`src/rtl/fifo_wr_arbiter.sv`:
```
// rtl/fifo_wr_arbiter.sv - round-robin burst write arbiter in front of the 8-bit fifo
module fifo_wr_arbiter #(
  parameter int N     = 4,
  parameter int W     = 8,
  parameter int BURST = 2
) (
  input  logic           clk,
  input  logic           reset,
  input  logic [N-1:0]   req,
  input  logic [N*W-1:0] req_data,
  output logic [N-1:0]   gnt,
  input  logic           fifo_full,
  output logic           fifo_wr_en,
  output logic [W-1:0]   fifo_data_in,
  output logic [2:0]     owner,
  output logic           busy,
  output logic [15:0]    wr_count
);

  localparam int IW = (N > 1) ? $clog2(N) : 1;

  typedef enum logic {IDLE, OWN} state_t;

  state_t      state_q, state_d;
  logic [2:0]  rr_ptr_q, rr_ptr_d;
  logic [3:0]  beats_q, beats_d;
  logic [2:0]  owner_q, owner_d;
  logic [15:0] wr_count_q, wr_count_d;

  logic          win_found;
  logic [2:0]    win_idx;
  int            idx;
  logic [N-1:0]  gnt_int;
  logic [W-1:0]  data_mux;

  // Index following i, wrapping back to requester 0 after N-1.
  function automatic logic [2:0] next_idx(input logic [2:0] i);
    if (i == 3'(N - 1)) return 3'd0;
    return i + 3'd1;
  endfunction

  // Round-robin search: first requester with req=1 starting at rr_ptr.
  always_comb begin
    win_found = 1'b0;
    win_idx   = 3'd0;
    idx       = 0;
    for (int k = 0; k < N; k++) begin
      idx = int'(rr_ptr_q) + k;
      if (idx >= N) idx = idx - N;
      if (!win_found && req[IW'(idx)]) begin
        win_found = 1'b1;
        win_idx   = 3'(idx);
      end
    end
  end

  // Next-state and grant decode; a full FIFO freezes everything and blocks grants.
  always_comb begin
    state_d  = state_q;
    rr_ptr_d = rr_ptr_q;
    beats_d  = beats_q;
    owner_d  = owner_q;
    gnt_int  = '0;
    if (!fifo_full) begin
      case (state_q)
        IDLE: begin
          if (win_found) begin
            gnt_int[win_idx[IW-1:0]] = 1'b1;
            if (BURST == 1) begin
              rr_ptr_d = next_idx(win_idx);
            end else begin
              state_d = OWN;
              owner_d = win_idx;
              beats_d = 4'd1;
            end
          end
        end
        OWN: begin
          if (req[owner_q[IW-1:0]]) begin
            gnt_int[owner_q[IW-1:0]] = 1'b1;
            beats_d = beats_q + 4'd1;
            if (beats_d == 4'(BURST)) begin
              state_d  = IDLE;
              beats_d  = 4'd0;
              rr_ptr_d = next_idx(owner_q);
            end
          end else begin
            // Owner dropped its request: give up the burst with a one-cycle bubble.
            state_d  = IDLE;
            beats_d  = 4'd0;
            rr_ptr_d = next_idx(owner_q);
          end
        end
        default: state_d = IDLE;
      endcase
    end
    if (reset) gnt_int = '0;
  end

  // Write-port mux: data of the granted requester, zero when nobody is granted.
  always_comb begin
    data_mux = '0;
    for (int i = 0; i < N; i++) begin
      if (gnt_int[i]) data_mux = req_data[i*W +: W];
    end
  end

  // Beat counter saturating at all-ones.
  always_comb begin
    wr_count_d = wr_count_q;
    if ((|gnt_int) && (wr_count_q != 16'hFFFF)) wr_count_d = wr_count_q + 16'd1;
  end

  // State registers.
  always_ff @(posedge clk or posedge reset) begin
    if (reset) begin
      state_q    <= IDLE;
      rr_ptr_q   <= 3'd0;
      beats_q    <= 4'd0;
      owner_q    <= 3'd0;
      wr_count_q <= 16'd0;
    end else begin
      state_q    <= state_d;
      rr_ptr_q   <= rr_ptr_d;
      beats_q    <= beats_d;
      owner_q    <= owner_d;
      wr_count_q <= wr_count_d;
    end
  end

  assign gnt          = gnt_int;
  assign fifo_wr_en   = |gnt_int;
  assign fifo_data_in = data_mux;
  assign owner        = owner_q;
  assign busy         = (state_q == OWN);
  assign wr_count     = wr_count_q;

endmodule

```
`config.mk`:
```
export PLATFORM = sky130hd
export DESIGN_NAME = fifo_wr_arbiter
export DESIGN_NICKNAME = d
export VERILOG_FILES = /design/src/rtl/fifo_wr_arbiter.sv
export SDC_FILE = /design/constraint.sdc
export NUM_CORES = 1
export LEC_CHECK = 0
export BUFFER_PORTS_ARGS = -buffer_cell sky130_fd_sc_hd__buf_2
export CORE_UTILIZATION = 51
export CTS_CLUSTER_DIAMETER = 100
export DETAILED_ROUTE_END_ITERATION = 12
export PLACE_DENSITY = 0.81
export SYNTH_ARGS = -nofsm -noshare
export SYNTH_HDL_FRONTEND = slang
export SYNTH_SLANG_ARGS = --single-unit
```
`constraint.sdc`:
```
create_clock -name clk -period 3.86 [get_ports clk]
set_clock_uncertainty 0.05 [all_clocks]
set_input_delay 0.193 -clock clk [delete_from_list [all_inputs] [get_ports clk]]
set_output_delay 0.193 -clock clk [all_outputs]
set_load 0.02 [all_outputs]
```
==> flow_metrics.py, run 1 <==
metrics = {
    "run_status": {
        "outcome": "finished, final reports clean",
    },
    "setup_path": {
        "critPathTopFamily": "compound AO/OA/AOI/OAI gates",
        "r2r-start": "rr_ptr_q[0]$_DFFE_PP0P_",
        "worst-r2r-cell-count": 10,
        "critPathArrivalTime_ns": 3.42,
        "required_ns": 3.62,
        "setup.reg_to_reg.worst_slack_ns": 0.48,
        "worstPathCellList": "clkinvlp_4, ha_1, mux4_2, o21bai_1, and3_1, a211o_1, nand3_2, inv_2, nor2_4, a22oi_1, a221oi_1, buf_2",
        "timing.critical_path.to_type": "output pin",
        "crit_path_start_kind": "flip-flop",
        "max_stage_delay_ns": 0.56,
        "crit_path_top_delay_cell": "sky130_fd_sc_hd__mux4_2",
        "critical_path_peak_fanout": 10,
        "critical_path_buf_inv_count": 3,
        "r2r-end": "wr_count[10]$_DFFE_PP0P_",
        "worst-setup-path-type": "reg2out",
    },
    "cts": {
        "clock_root_buffer": "sky130_fd_sc_hd__clkbuf_8",
        "clock_tree.buffer_depth": 2,
        "cts-htree-levels": 1,
        "cts_hold_buf": 0,
        "clock_latency_ns": 0.27,
        "cts.sinks": 27,
        "clock_tree_from_tritoncts": "yes",
        "cts-buffers-inserted": 3,
        "cts.clk_slew.worst_paths_ns": 0.10,
    },
    "routing": {
        "antenna_violating_nets_post_route": 0,
        "wire_per_inst_um": 13.87,
        "remaining_drc_errors": 0,
        "iteration_count_of_the_initial_detailed_routing_pass": 4,
        "vias": 2128,
        "routed_wirelength_mm": 5.104,
        "drt_first_iter_violations": 77,
        "vias_per_cell": 5.783,
    },
    "grt": {
        "aggregate_global_route_resource_usage": 0.2279,
        "globalRoute.totalOverflow": 0,
        "groute.layer.met2.usage": 0.3763,
        "grt_pass1_wl_mm": 8.086,
        "largest_net_degree_at_the_start_of_global_routing": 28,
        "grt_util_met3": 0.03885,
        "global_route.peak_usage_layer": "met2",
        "grt_antenna_before_repair": 0,
        "grt_pass1_vias": 1824,
        "grt_util_met1": 0.3063,
    },
    "power": {
        "power.leakage_nw": 1.305,
        "net-switching-power_w": 0.0008032,
        "ir_worst_vdd_v": 0.0003402,
        "combinational_power_share": 0.633,
        "internal-power_w": 0.0008293,
        "power_density_mw_per_mm2": 622.8,
        "swShare": 0.4920,
        "power_frac_clock": 0.100,
        "sequentialPowerShare": 0.266,
    },
    "synthesis": {
        "synth_seq_cells": 27,
        "synth.top_cell.area_share": 0.3111,
        "post-synth-top-area-cell": "sky130_fd_sc_hd__dfrtp_1",
        "postSynthNetCount": 298,
        "synth_flop_cell": "sky130_fd_sc_hd__dfrtp_1",
        "seq_total_area_yosys": 0.3111,
        "synth.lib_cells_used.distinct": 56,
        "largest_cells_by_area_after_synthesis": "sky130_fd_sc_hd__dfrtp_1 31%, sky130_fd_sc_hd__nor2_1 6.2%, sky130_fd_sc_hd__xnor2_1 5.2%",
        "yosys_warnings": 0,
        "synth_enable_flop_cells": 0,
        "synthesis.area_sq_mm": 0.002172,
        "netlist_instances": 250,
        "async_flop_share": 1.000,
        "syn-mean-instance-area_sq_um": 8.688,
    },
    "timing": {
        "hold_viol_final": 0,
        "timing.setup.tns_ns": 0,
        "timing.final.crit_share": 0.9500,
        "slew_viol_final": 0,
        "timing_worst_slew_pin_value_ns": 1.027,
        "peak_clock_frequency_supported_by_timing_mhz": 272.7,
        "maxSlewHeadroom": 0.3143,
        "layout_min_cycle_time_ns": 3.667,
        "setup_violations": 0,
    },
    "layout": {
        "area.sequential_sq_um": 676.9,
        "final_net_count": 367,
        "final_layout_size_suffix_gt1_frac": 0.3082,
        "num-fill-cells": 329,
        "diodes": 0,
        "area_of_all_placed_cells_without_fillers_sq_mm": 0.002621,
        "area_delta_synth_final_pct": 20.68,
        "multi_input_comb_area_sq_mm": 0.001380,
    },
    "floorplan": {
        "starting_density_of_the_core": 0.5353,
        "fp.coreArea_sq_mm": 0.004058,
        "fp.dieW_um": 67.26,
        "num_io_pins": 72,
        "dieHeight_um": 67.26,
        "die-area_sq_mm": 0.004524,
        "rows": 23,
    },
    "placement": {
        "portBuffers": 71,
        "replace_congestion": 0.9307,
        "place.detailed.hpwl_mm": 3.789,
        "placed_cell_areas_sq_mm": 0.002545,
    },
    "run": {
        "reported_max_cap_violation_count": 0,
    },
    "worst_hold_path": {
        "hold_path.class": "in2async",
    },
}
==> how the worst max path moves through the flow <==
stage | start | to | depth (start not counted)
final | rr_ptr_q[0]$_DFFE_PP0P_ | fifo_data_in[0] | 12
after global routing | rr_ptr_q[0]$_DFFE_PP0P_ | fifo_data_in[2] | 11
after CTS | rr_ptr_q[1]$_DFFE_PP0P_ | fifo_data_in[2] | 11
after detailed placement | rr_ptr_q[1]$_DFFE_PP0P_ | fifo_data_in[0] | 11
after global placement | rr_ptr_q[1]$_DFFE_PP0P_ | fifo_data_in[1] | 11
after floorplan | rr_ptr_q[0]$_DFFE_PP0P_ | fifo_data_in[6] | 13
==> power by group through the flow <==
stage               registers, W  clock network [W]  logic, W
detailed placement      0.000437                  0  0.000996
CTS                     0.000431           0.000173   0.00100
global route            0.000447           0.000184   0.00112
finish                  0.000435           0.000164   0.00103
global placement        0.000433                  0  0.000974
floorplan               0.000455                  0  0.000734
==> routing by layer <==
metal | part of all wire | vias to the layer above
met3 | 0.037 | 6
met1 | 0.46 | 1026
met5 | 0 | -
met4 | 0.011 | 0
li1 | - | 1042
met2 | 0.50 | 54
==> final cells by class <==
cell class,instances,share of cell area
well taps,50,0.02387
repair buffers,75,0.1470
inverters,17,0.02578
flip-flops and latches,27,0.2582
clock inverters,1,0.002864
multi-input cells,195,0.5265
clock buffers,3,0.01575
==> cell usage in the layout (no fill, tap or decap), types with 2 or more instances in the layout <==
| master | instances |
|---|---|
| sky130_fd_sc_hd__o21bai_1 | 4 |
| sky130_fd_sc_hd__a221oi_1 | 9 |
| sky130_fd_sc_hd__and2_0 | 2 |
| sky130_fd_sc_hd__nor2_1 | 36 |
| sky130_fd_sc_hd__a22oi_1 | 10 |
| sky130_fd_sc_hd__nand4_1 | 5 |
| sky130_fd_sc_hd__mux4_2 | 3 |
| sky130_fd_sc_hd__and3_1 | 5 |
| sky130_fd_sc_hd__inv_1 | 15 |
| sky130_fd_sc_hd__buf_4 | 4 |
| sky130_fd_sc_hd__a21oi_1 | 6 |
| sky130_fd_sc_hd__dfrtp_1 | 26 |
| sky130_fd_sc_hd__clkbuf_8 | 3 |
| sky130_fd_sc_hd__nand3_1 | 10 |
| sky130_fd_sc_hd__clkinvlp_4 | 2 |
| sky130_fd_sc_hd__o21ai_0 | 15 |
| sky130_fd_sc_hd__ha_1 | 9 |
| sky130_fd_sc_hd__nand3_2 | 2 |
| sky130_fd_sc_hd__a31oi_1 | 3 |
| sky130_fd_sc_hd__nor2b_1 | 5 |
| sky130_fd_sc_hd__mux2_2 | 3 |
| sky130_fd_sc_hd__mux2i_1 | 4 |
| sky130_fd_sc_hd__nor3_1 | 7 |
| sky130_fd_sc_hd__buf_2 | 71 |
| sky130_fd_sc_hd__xor2_1 | 3 |
| sky130_fd_sc_hd__xnor2_1 | 13 |
| sky130_fd_sc_hd__nand2_1 | 13 |
==> cells in the mapped netlist, drive strengths merged (6+ instances only) <==
master,number
o21ai,16
nor2,37
xnor2,13
a221oi,9
a22oi,10
nand3,12
dfrtp,27
a21oi,6
nand2,14
buf,8
nor3,7
ha,9
inv,16
==> through the flow <==
step | hold WS [ns] | worst slack, ns | total power, W | instances | utilization
floorplan | 0.1957 | 0.04378 | 0.001189 | 250 | -
global placement | 0.4255 | 0.4666 | 0.001407 | 362 | 0.6272
detailed placement | 0.4369 | 0.3800 | 0.001433 | 362 | 0.6272
CTS | 0.1641 | 0.03003 | 0.001608 | 366 | 0.6392
global route | 0.1980 | -0.007854 | 0.001755 | 368 | 0.6460
finish | 0.1214 | 0.1931 | 0.001632 | 368 | 0.6460
==> flip-flops by register name, summed over array words and instances, names as in the netlist <==
signal and count:
wr_count 16, owner 3, rr_ptr_q 3, busy 1, beats_q 4
==> cells by family after synthesis <==
family | Yosys count | synth area share
adder cells (fa/ha/maj) | 9 | 0.05184
flip-flops | 27 | 0.3111
multiplexers | 10 | 0.06509
XOR/XNOR | 16 | 0.06452
AO/OA/AOI/OAI | 63 | 0.2264
AND/OR/NAND/NOR | 97 | 0.2241
buffers and inverters | 28 | 0.05702
==> timing repair <==
item | CTS | global route
gates resized for setup | 0 | 4
buffers inserted | 0 | 2
endpoints found under the setup margin | 0 | 8
No activity file was read; power rests on OpenSTA's default activity.
==> inputs of run 2 (changes only) <==
--- a/config.mk
+++ b/config.mk
@@ -6,6 +6,7 @@
 export NUM_CORES = 1
 export LEC_CHECK = 0
 export BUFFER_PORTS_ARGS = -buffer_cell sky130_fd_sc_hd__buf_2
+export CORE_ASPECT_RATIO = 0.7
 export CORE_UTILIZATION = 51
 export CTS_CLUSTER_DIAMETER = 100
 export DETAILED_ROUTE_END_ITERATION = 12
==> run 2 against run 1 <==
Die area about the same; via count about the same; clock power increased by 7%; critical endpoint is now fifo_data_in[6]; highest routed layer unchanged.
==> flow_metrics.py, run 2 (synthesis gave the netlist of run 1 again) <==
metrics = {
    "run_status": {
        "outcome": "finished, final reports clean",
    },
    "grt": {
        "aggregate_global_route_resource_usage": 0.2400,
        "largest_net_degree_at_the_start_of_global_routing": 28,
        "grt_pass1_wl_mm": 8.500,
        "grt_antenna_before_repair": 0,
        "grt_pass1_vias": 1854,
        "globalRoute.totalOverflow": 0,
    },
    "floorplan": {
        "die-area_sq_mm": 0.004528,
        "fp.coreArea_sq_mm": 0.003994,
        "starting_density_of_the_core": 0.5439,
        "dieHeight_um": 56.60,
        "rows": 19,
        "num_io_pins": 72,
        "fp.dieW_um": 80,
    },
    "cts": {
        "cts.clk_slew.worst_paths_ns": 0.11,
        "clock_tree.buffer_depth": 2,
        "cts.sinks": 27,
        "cts-htree-levels": 1,
        "clock_latency_ns": 0.28,
        "clock_root_buffer": "sky130_fd_sc_hd__clkbuf_8",
        "postCtsSetupBuffers": 0,
        "cts_resized": 0,
        "clock_tree_from_tritoncts": "yes",
        "cts-buffers-inserted": 3,
        "cts_hold_buf": 0,
    },
    "power": {
        "combinational_power_share": 0.626,
        "swShare": 0.5006,
        "net-switching-power_w": 0.0008208,
        "internal-power_w": 0.0008189,
        "power.leakage_nw": 1.299,
        "power_frac_clock": 0.107,
        "power_density_mw_per_mm2": 628.5,
        "sequentialPowerShare": 0.267,
        "ir_worst_vdd_v": 0.0003429,
    },
    "layout": {
        "final-instance-count-excl-fill": 368,
        "layout.cells.most_common": "sky130_fd_sc_hd__buf_2",
        "diodes": 0,
        "mostFrequentLayoutCells": "71 x sky130_fd_sc_hd__buf_2, 36 x sky130_fd_sc_hd__nor2_1, 26 x sky130_fd_sc_hd__dfrtp_1",
        "final_layout_size_suffix_gt1_frac": 0.3070,
        "area_delta_synth_final_pct": 20.10,
        "largest_register_ff_count": 16,
        "final_net_count": 365,
        "num-fill-cells": 355,
    },
    "placement": {
        "replace_congestion": 0.9499,
        "dp_cells": 364,
        "place.detailed.hpwl_mm": 4.045,
        "portBuffers": 71,
    },
    "timing": {
        "timing.hold.ws_ns": 0.1178,
        "setup_violations": 0,
        "hold_viol_final": 0,
        "layout_min_cycle_time_ns": 3.673,
        "maxSlewHeadroom": 0.3041,
        "timing.final.crit_share": 0.9516,
        "timing_worst_slew_pin_value_ns": 1.043,
        "slew_viol_final": 0,
        "timing.setup.tns_ns": 0,
        "grt_setup_unrepaired": "false",
        "peak_clock_frequency_supported_by_timing_mhz": 272.2,
    },
    "setup_path": {
        "timing.critical_path.to_type": "output pin",
        "crit_path_start_kind": "flip-flop",
        "critPathArrivalTime_ns": 3.43,
        "worst-setup-path-type": "reg2out",
        "critical_path_peak_fanout": 10,
        "required_ns": 3.62,
    },
    "routing": {
        "remaining_drc_errors": 0,
        "wire_per_inst_um": 14.55,
        "iteration_count_of_the_initial_detailed_routing_pass": 4,
        "drt_first_iter_violations": 160,
        "vias_per_cell": 5.777,
        "routed_wirelength_mm": 5.353,
        "antenna_violating_nets_post_route": 0,
        "vias": 2126,
    },
    "run": {
        "reported_max_cap_violation_count": 0,
    },
    "worst_hold_path": {
        "hold_path.class": "in2async",
    },
}
## run 2: path summary, 6_finish.rpt
kind                                           from                       end  slack (ns)  cells past startpoint
max                         rr_ptr_q[1]$_DFFE_PP0P_           fifo_data_in[6]        0.19                     12
min                                           reset   wr_count[2]$_DFFE_PP0P_        0.12                      2
max reg2reg                 rr_ptr_q[1]$_DFFE_PP0P_  wr_count[10]$_DFFE_PP0P_        0.48                     10
min reg2reg                wr_count[14]$_DFFE_PP0P_  wr_count[14]$_DFFE_PP0P_        0.45                      1
max in group asynchronous                     reset   rr_ptr_q[1]$_DFFE_PP0P_        2.94                      2
min in group clk                          fifo_full    beats_q[0]$_DFFE_PP0P_        0.19                      3
## run 2: stage by stage
stage | setup slack, ns | total power [W] | utilization | area, sq um
final | 0.1867 | 0.001640 | 0.6532 | 2609
after detailed placement | 0.3472 | 0.001441 | 0.6378 | 2547
after CTS | 0.006572 | 0.001618 | 0.6501 | 2596
after global placement | 0.4506 | 0.001411 | 0.6378 | 2547
after global routing | 0.004694 | 0.001752 | 0.6532 | 2609
after floorplan | 0.04378 | 0.001189 | - | 2172
## run 2: critical path: stages (launching register included)
cell	delay, ns
sky130_fd_sc_hd__dfrtp_2	0.47
sky130_fd_sc_hd__inv_1	0.09
sky130_fd_sc_hd__ha_1	0.33
sky130_fd_sc_hd__mux4_2	0.56
sky130_fd_sc_hd__o21bai_1	0.20
sky130_fd_sc_hd__and3_1	0.22
sky130_fd_sc_hd__a211o_1	0.24
sky130_fd_sc_hd__nand3_2	0.12
sky130_fd_sc_hd__inv_2	0.11
sky130_fd_sc_hd__nor2_4	0.19
sky130_fd_sc_hd__a22oi_1	0.10
sky130_fd_sc_hd__a221oi_1	0.30
sky130_fd_sc_hd__buf_2	0.21
## run 2: layout make-up
class | count | area [sq um] | share of cell area
inverter | 17 | 63.81 | 0.02446
timing repair buffer | 73 | 370.4 | 0.1420
sequential | 27 | 676.9 | 0.2595
clock buffer | 3 | 41.29 | 0.01583
tap | 52 | 65.06 | 0.02494
clock inverter | 1 | 7.507 | 0.002878
multi-input combinational | 195 | 1384 | 0.5305
## run 2: per-layer routing
| layer | routed length [um] | up-vias | global-route usage |
|---|---|---|---|
| met2 | 2377 | 97 | 0.3675 |
| met4 | 52 | 0 | 0.05612 |
| met5 | 0 | - | 0 |
| met1 | 2539 | 987 | 0.3515 |
| li1 | - | 1036 | - |
| met3 | 382 | 6 | 0.04228 |
## run 2: power groups by stage
stage | Sequential, W | Combinational, W | Clock [W]
after floorplan | 0.000455 | 0.000734 | 0
after global placement | 0.000436 | 0.000975 | 0
after detailed placement | 0.000441 | 0.00100 | 0
after CTS | 0.000435 | 0.00101 | 0.000173
after global routing | 0.000449 | 0.00112 | 0.000184
final | 0.000439 | 0.00103 | 0.000175
==> inputs of run 3 (changes only) <==
--- a/config.mk
+++ b/config.mk
@@ -6,11 +6,11 @@
 export NUM_CORES = 1
 export LEC_CHECK = 0
 export BUFFER_PORTS_ARGS = -buffer_cell sky130_fd_sc_hd__buf_2
-export CORE_ASPECT_RATIO = 0.7
-export CORE_UTILIZATION = 51
+export CORE_ASPECT_RATIO = 1.1
+export CORE_UTILIZATION = 50
 export CTS_CLUSTER_DIAMETER = 100
 export DETAILED_ROUTE_END_ITERATION = 12
-export PLACE_DENSITY = 0.81
+export PLACE_DENSITY = 0.79
 export SYNTH_ARGS = -nofsm -noshare
 export SYNTH_HDL_FRONTEND = slang
 export SYNTH_SLANG_ARGS = --single-unit
==> run 3 against run 2 <==
First-iteration DRC count shrank 25%; design area increased by 0.96%; global-route usage barely moved; flip-flop and latch count is the same; core utilization down 0.35 points; total power decreased by 0.28%; register-to-register slack better by 0.11 ns; sequential share of layout area fell by 0.25 points.
==> flow_metrics.py, run 3 (synthesis gave the netlist of run 1 again) <==
metrics = {
    "layout": {
        "final-instance-count-excl-fill": 371,
        "final_layout_size_suffix_gt1_frac": 0.3103,
        "diodes": 0,
        "layout.cells.most_common": "sky130_fd_sc_hd__buf_2",
        "post-route-util": 0.6497,
        "mostFrequentLayoutCells": "71 x sky130_fd_sc_hd__buf_2, 36 x sky130_fd_sc_hd__nor2_1, 26 x sky130_fd_sc_hd__dfrtp_1",
        "largest_register_ff_count": 16,
        "num-fill-cells": 347,
        "final_net_count": 368,
        "area_delta_synth_final_pct": 21.26,
        "area_of_all_placed_cells_without_fillers_sq_mm": 0.002634,
        "area.sequential_sq_um": 676.9,
        "multi_input_comb_area_sq_mm": 0.001386,
    },
    "cts": {
        "cts.clk_slew.worst_paths_ns": 0.10,
        "cts.sinks": 27,
        "clock_root_buffer": "sky130_fd_sc_hd__clkbuf_8",
        "cts_hold_buf": 0,
        "clock_tree_from_tritoncts": "yes",
        "cts-buffers-inserted": 3,
        "cts-htree-levels": 1,
        "clock_tree.buffer_depth": 2,
        "clock_latency_ns": 0.27,
    },
    "worst_hold_path": {
        "hold_path.class": "in2async",
    },
    "grt": {
        "aggregate_global_route_resource_usage": 0.2401,
        "globalRoute.totalOverflow": 0,
        "grt_antenna_before_repair": 0,
        "grt_pass1_vias": 1956,
        "largest_net_degree_at_the_start_of_global_routing": 28,
        "grt_pass1_wl_mm": 8.825,
    },
    "power": {
        "swShare": 0.4913,
        "combinational_power_share": 0.635,
        "internal-power_w": 0.0008317,
        "power_density_mw_per_mm2": 620.8,
        "power_frac_clock": 0.102,
        "net-switching-power_w": 0.0008034,
        "power.leakage_nw": 1.313,
        "ir_worst_vdd_v": 0.0002729,
        "sequentialPowerShare": 0.262,
    },
    "floorplan": {
        "die-area_sq_mm": 0.004612,
        "rows": 24,
        "fp.coreArea_sq_mm": 0.004054,
        "starting_density_of_the_core": 0.5358,
        "dieHeight_um": 71.13,
        "num_io_pins": 72,
        "fp.dieW_um": 64.84,
    },
    "routing": {
        "antenna_violating_nets_post_route": 0,
        "drt_first_iter_violations": 120,
        "wire_per_inst_um": 14.33,
        "iteration_count_of_the_initial_detailed_routing_pass": 4,
        "routed_wirelength_mm": 5.315,
        "vias_per_cell": 5.744,
        "vias": 2131,
        "remaining_drc_errors": 0,
    },
    "setup_path": {
        "critPathArrivalTime_ns": 3.40,
        "worst-setup-path-type": "reg2out",
        "critical_path_peak_fanout": 10,
        "required_ns": 3.62,
        "crit_path_start_kind": "flip-flop",
        "timing.critical_path.to_type": "output pin",
    },
    "timing": {
        "timing.final.crit_share": 0.9446,
        "layout_min_cycle_time_ns": 3.646,
        "peak_clock_frequency_supported_by_timing_mhz": 274.3,
        "timing_worst_slew_pin_value_ns": 1.018,
        "slew_viol_final": 0,
        "hold_viol_final": 0,
        "setup_violations": 0,
        "maxSlewHeadroom": 0.3205,
        "grt_setup_unrepaired": "false",
        "timing.setup.tns_ns": 0,
    },
    "placement": {
        "place.detailed.hpwl_mm": 4.098,
        "dp_cells": 366,
        "portBuffers": 71,
        "placed_cell_areas_sq_mm": 0.002562,
        "replace_congestion": 0.9142,
    },
    "run_status": {
        "outcome": "finished, final reports clean",
    },
    "run": {
        "reported_max_cap_violation_count": 0,
    },
}
-- run 3: cell count changes in the layout (fill, tap and decap cells not counted) --
cell                       delta
sky130_fd_sc_hd__inv_2        -1
sky130_fd_sc_hd__clkinv_1     +1
sky130_fd_sc_hd__o21ai_1      +1
sky130_fd_sc_hd__o21ai_2      -1
sky130_fd_sc_hd__a221oi_1     -1
sky130_fd_sc_hd__buf_4        +3
sky130_fd_sc_hd__a221oi_2     +1
-- run 3: worst max-delay path, cell delays in order, from the launching register on --
cell and delay, ns:
sky130_fd_sc_hd__dfrtp_2 0.43, sky130_fd_sc_hd__inv_1 0.08, sky130_fd_sc_hd__ha_1 0.31, sky130_fd_sc_hd__mux4_2 0.56, sky130_fd_sc_hd__o21bai_1 0.19, sky130_fd_sc_hd__and3_1 0.20
sky130_fd_sc_hd__a211o_1 0.24, sky130_fd_sc_hd__nand3_2 0.12, sky130_fd_sc_hd__inv_2 0.11, sky130_fd_sc_hd__nor2_4 0.19, sky130_fd_sc_hd__a22oi_1 0.09, sky130_fd_sc_hd__a221oi_1 0.35
sky130_fd_sc_hd__buf_2 0.23
-- run 3: repair_timing --
action | CTS | global route
setup endpoints to repair | 0 | 8
resized for setup | 0 | 4
buffers inserted | 0 | 1
-- run 3: final timing paths --
| path | from | slack, ns | depth (start not counted) | to |
|---|---|---|---|---|
| setup / recovery | rr_ptr_q[1]$_DFFE_PP0P_ | 0.21 | 12 | fifo_data_in[2] |
| hold / removal | reset | 0.11 | 2 | wr_count[5]$_DFFE_PP0P_ |
| setup reg to reg | rr_ptr_q[1]$_DFFE_PP0P_ | 0.59 | 10 | wr_count[10]$_DFFE_PP0P_ |
| hold reg to reg | wr_count[13]$_DFFE_PP0P_ | 0.44 | 1 | wr_count[13]$_DFFE_PP0P_ |
| max in group asynchronous | reset | 2.97 | 2 | rr_ptr_q[1]$_DFFE_PP0P_ |
| min in group clk | fifo_full | 0.19 | 3 | beats_q[0]$_DFFE_PP0P_ |
-- run 3: final cells by class --
cell class / instances / area share
clock buffer: 3 / 0.01568
clock inverter: 1 / 0.002850
inverter: 17 / 0.02423
multi-input combinational: 195 / 0.5264
sequential: 27 / 0.2570
tap: 52 / 0.02470
timing repair buffer: 76 / 0.1492
-- run 3: layer usage --
metal | global-route usage | vias up | wire length [um]
li1 | - | 1041 | -
met1 | 0.3100 | 1016 | 2339
met2 | 0.4225 | 70 | 2648
met3 | 0.02903 | 4 | 283
met4 | 0.05679 | 0 | 44
met5 | 0 | - | 0
-- run 3: through the flow --
stage	setup WS [ns]	power [W]	hold WS [ns]
2_1_floorplan	0.04378	0.001189	0.1957
3_3_place_gp	0.3778	0.001426	0.4290
3_5_place_dp	0.3184	0.001445	0.4245
4_1_cts	0.006901	0.001618	0.1641
5_1_grt	0.005131	0.001761	0.1995
6_report	0.2140	0.001635	0.1092
-- run 3: power groups by stage --
stage / Clock (W) / Sequential, W / Combinational [W]
floorplan: 0 / 0.000455 / 0.000734
global placement: 0 / 0.000433 / 0.000994
detailed placement: 0 / 0.000437 / 0.00101
CTS: 0.000171 / 0.000430 / 0.00102
global route: 0.000183 / 0.000440 / 0.00114
finish: 0.000167 / 0.000429 / 0.00104
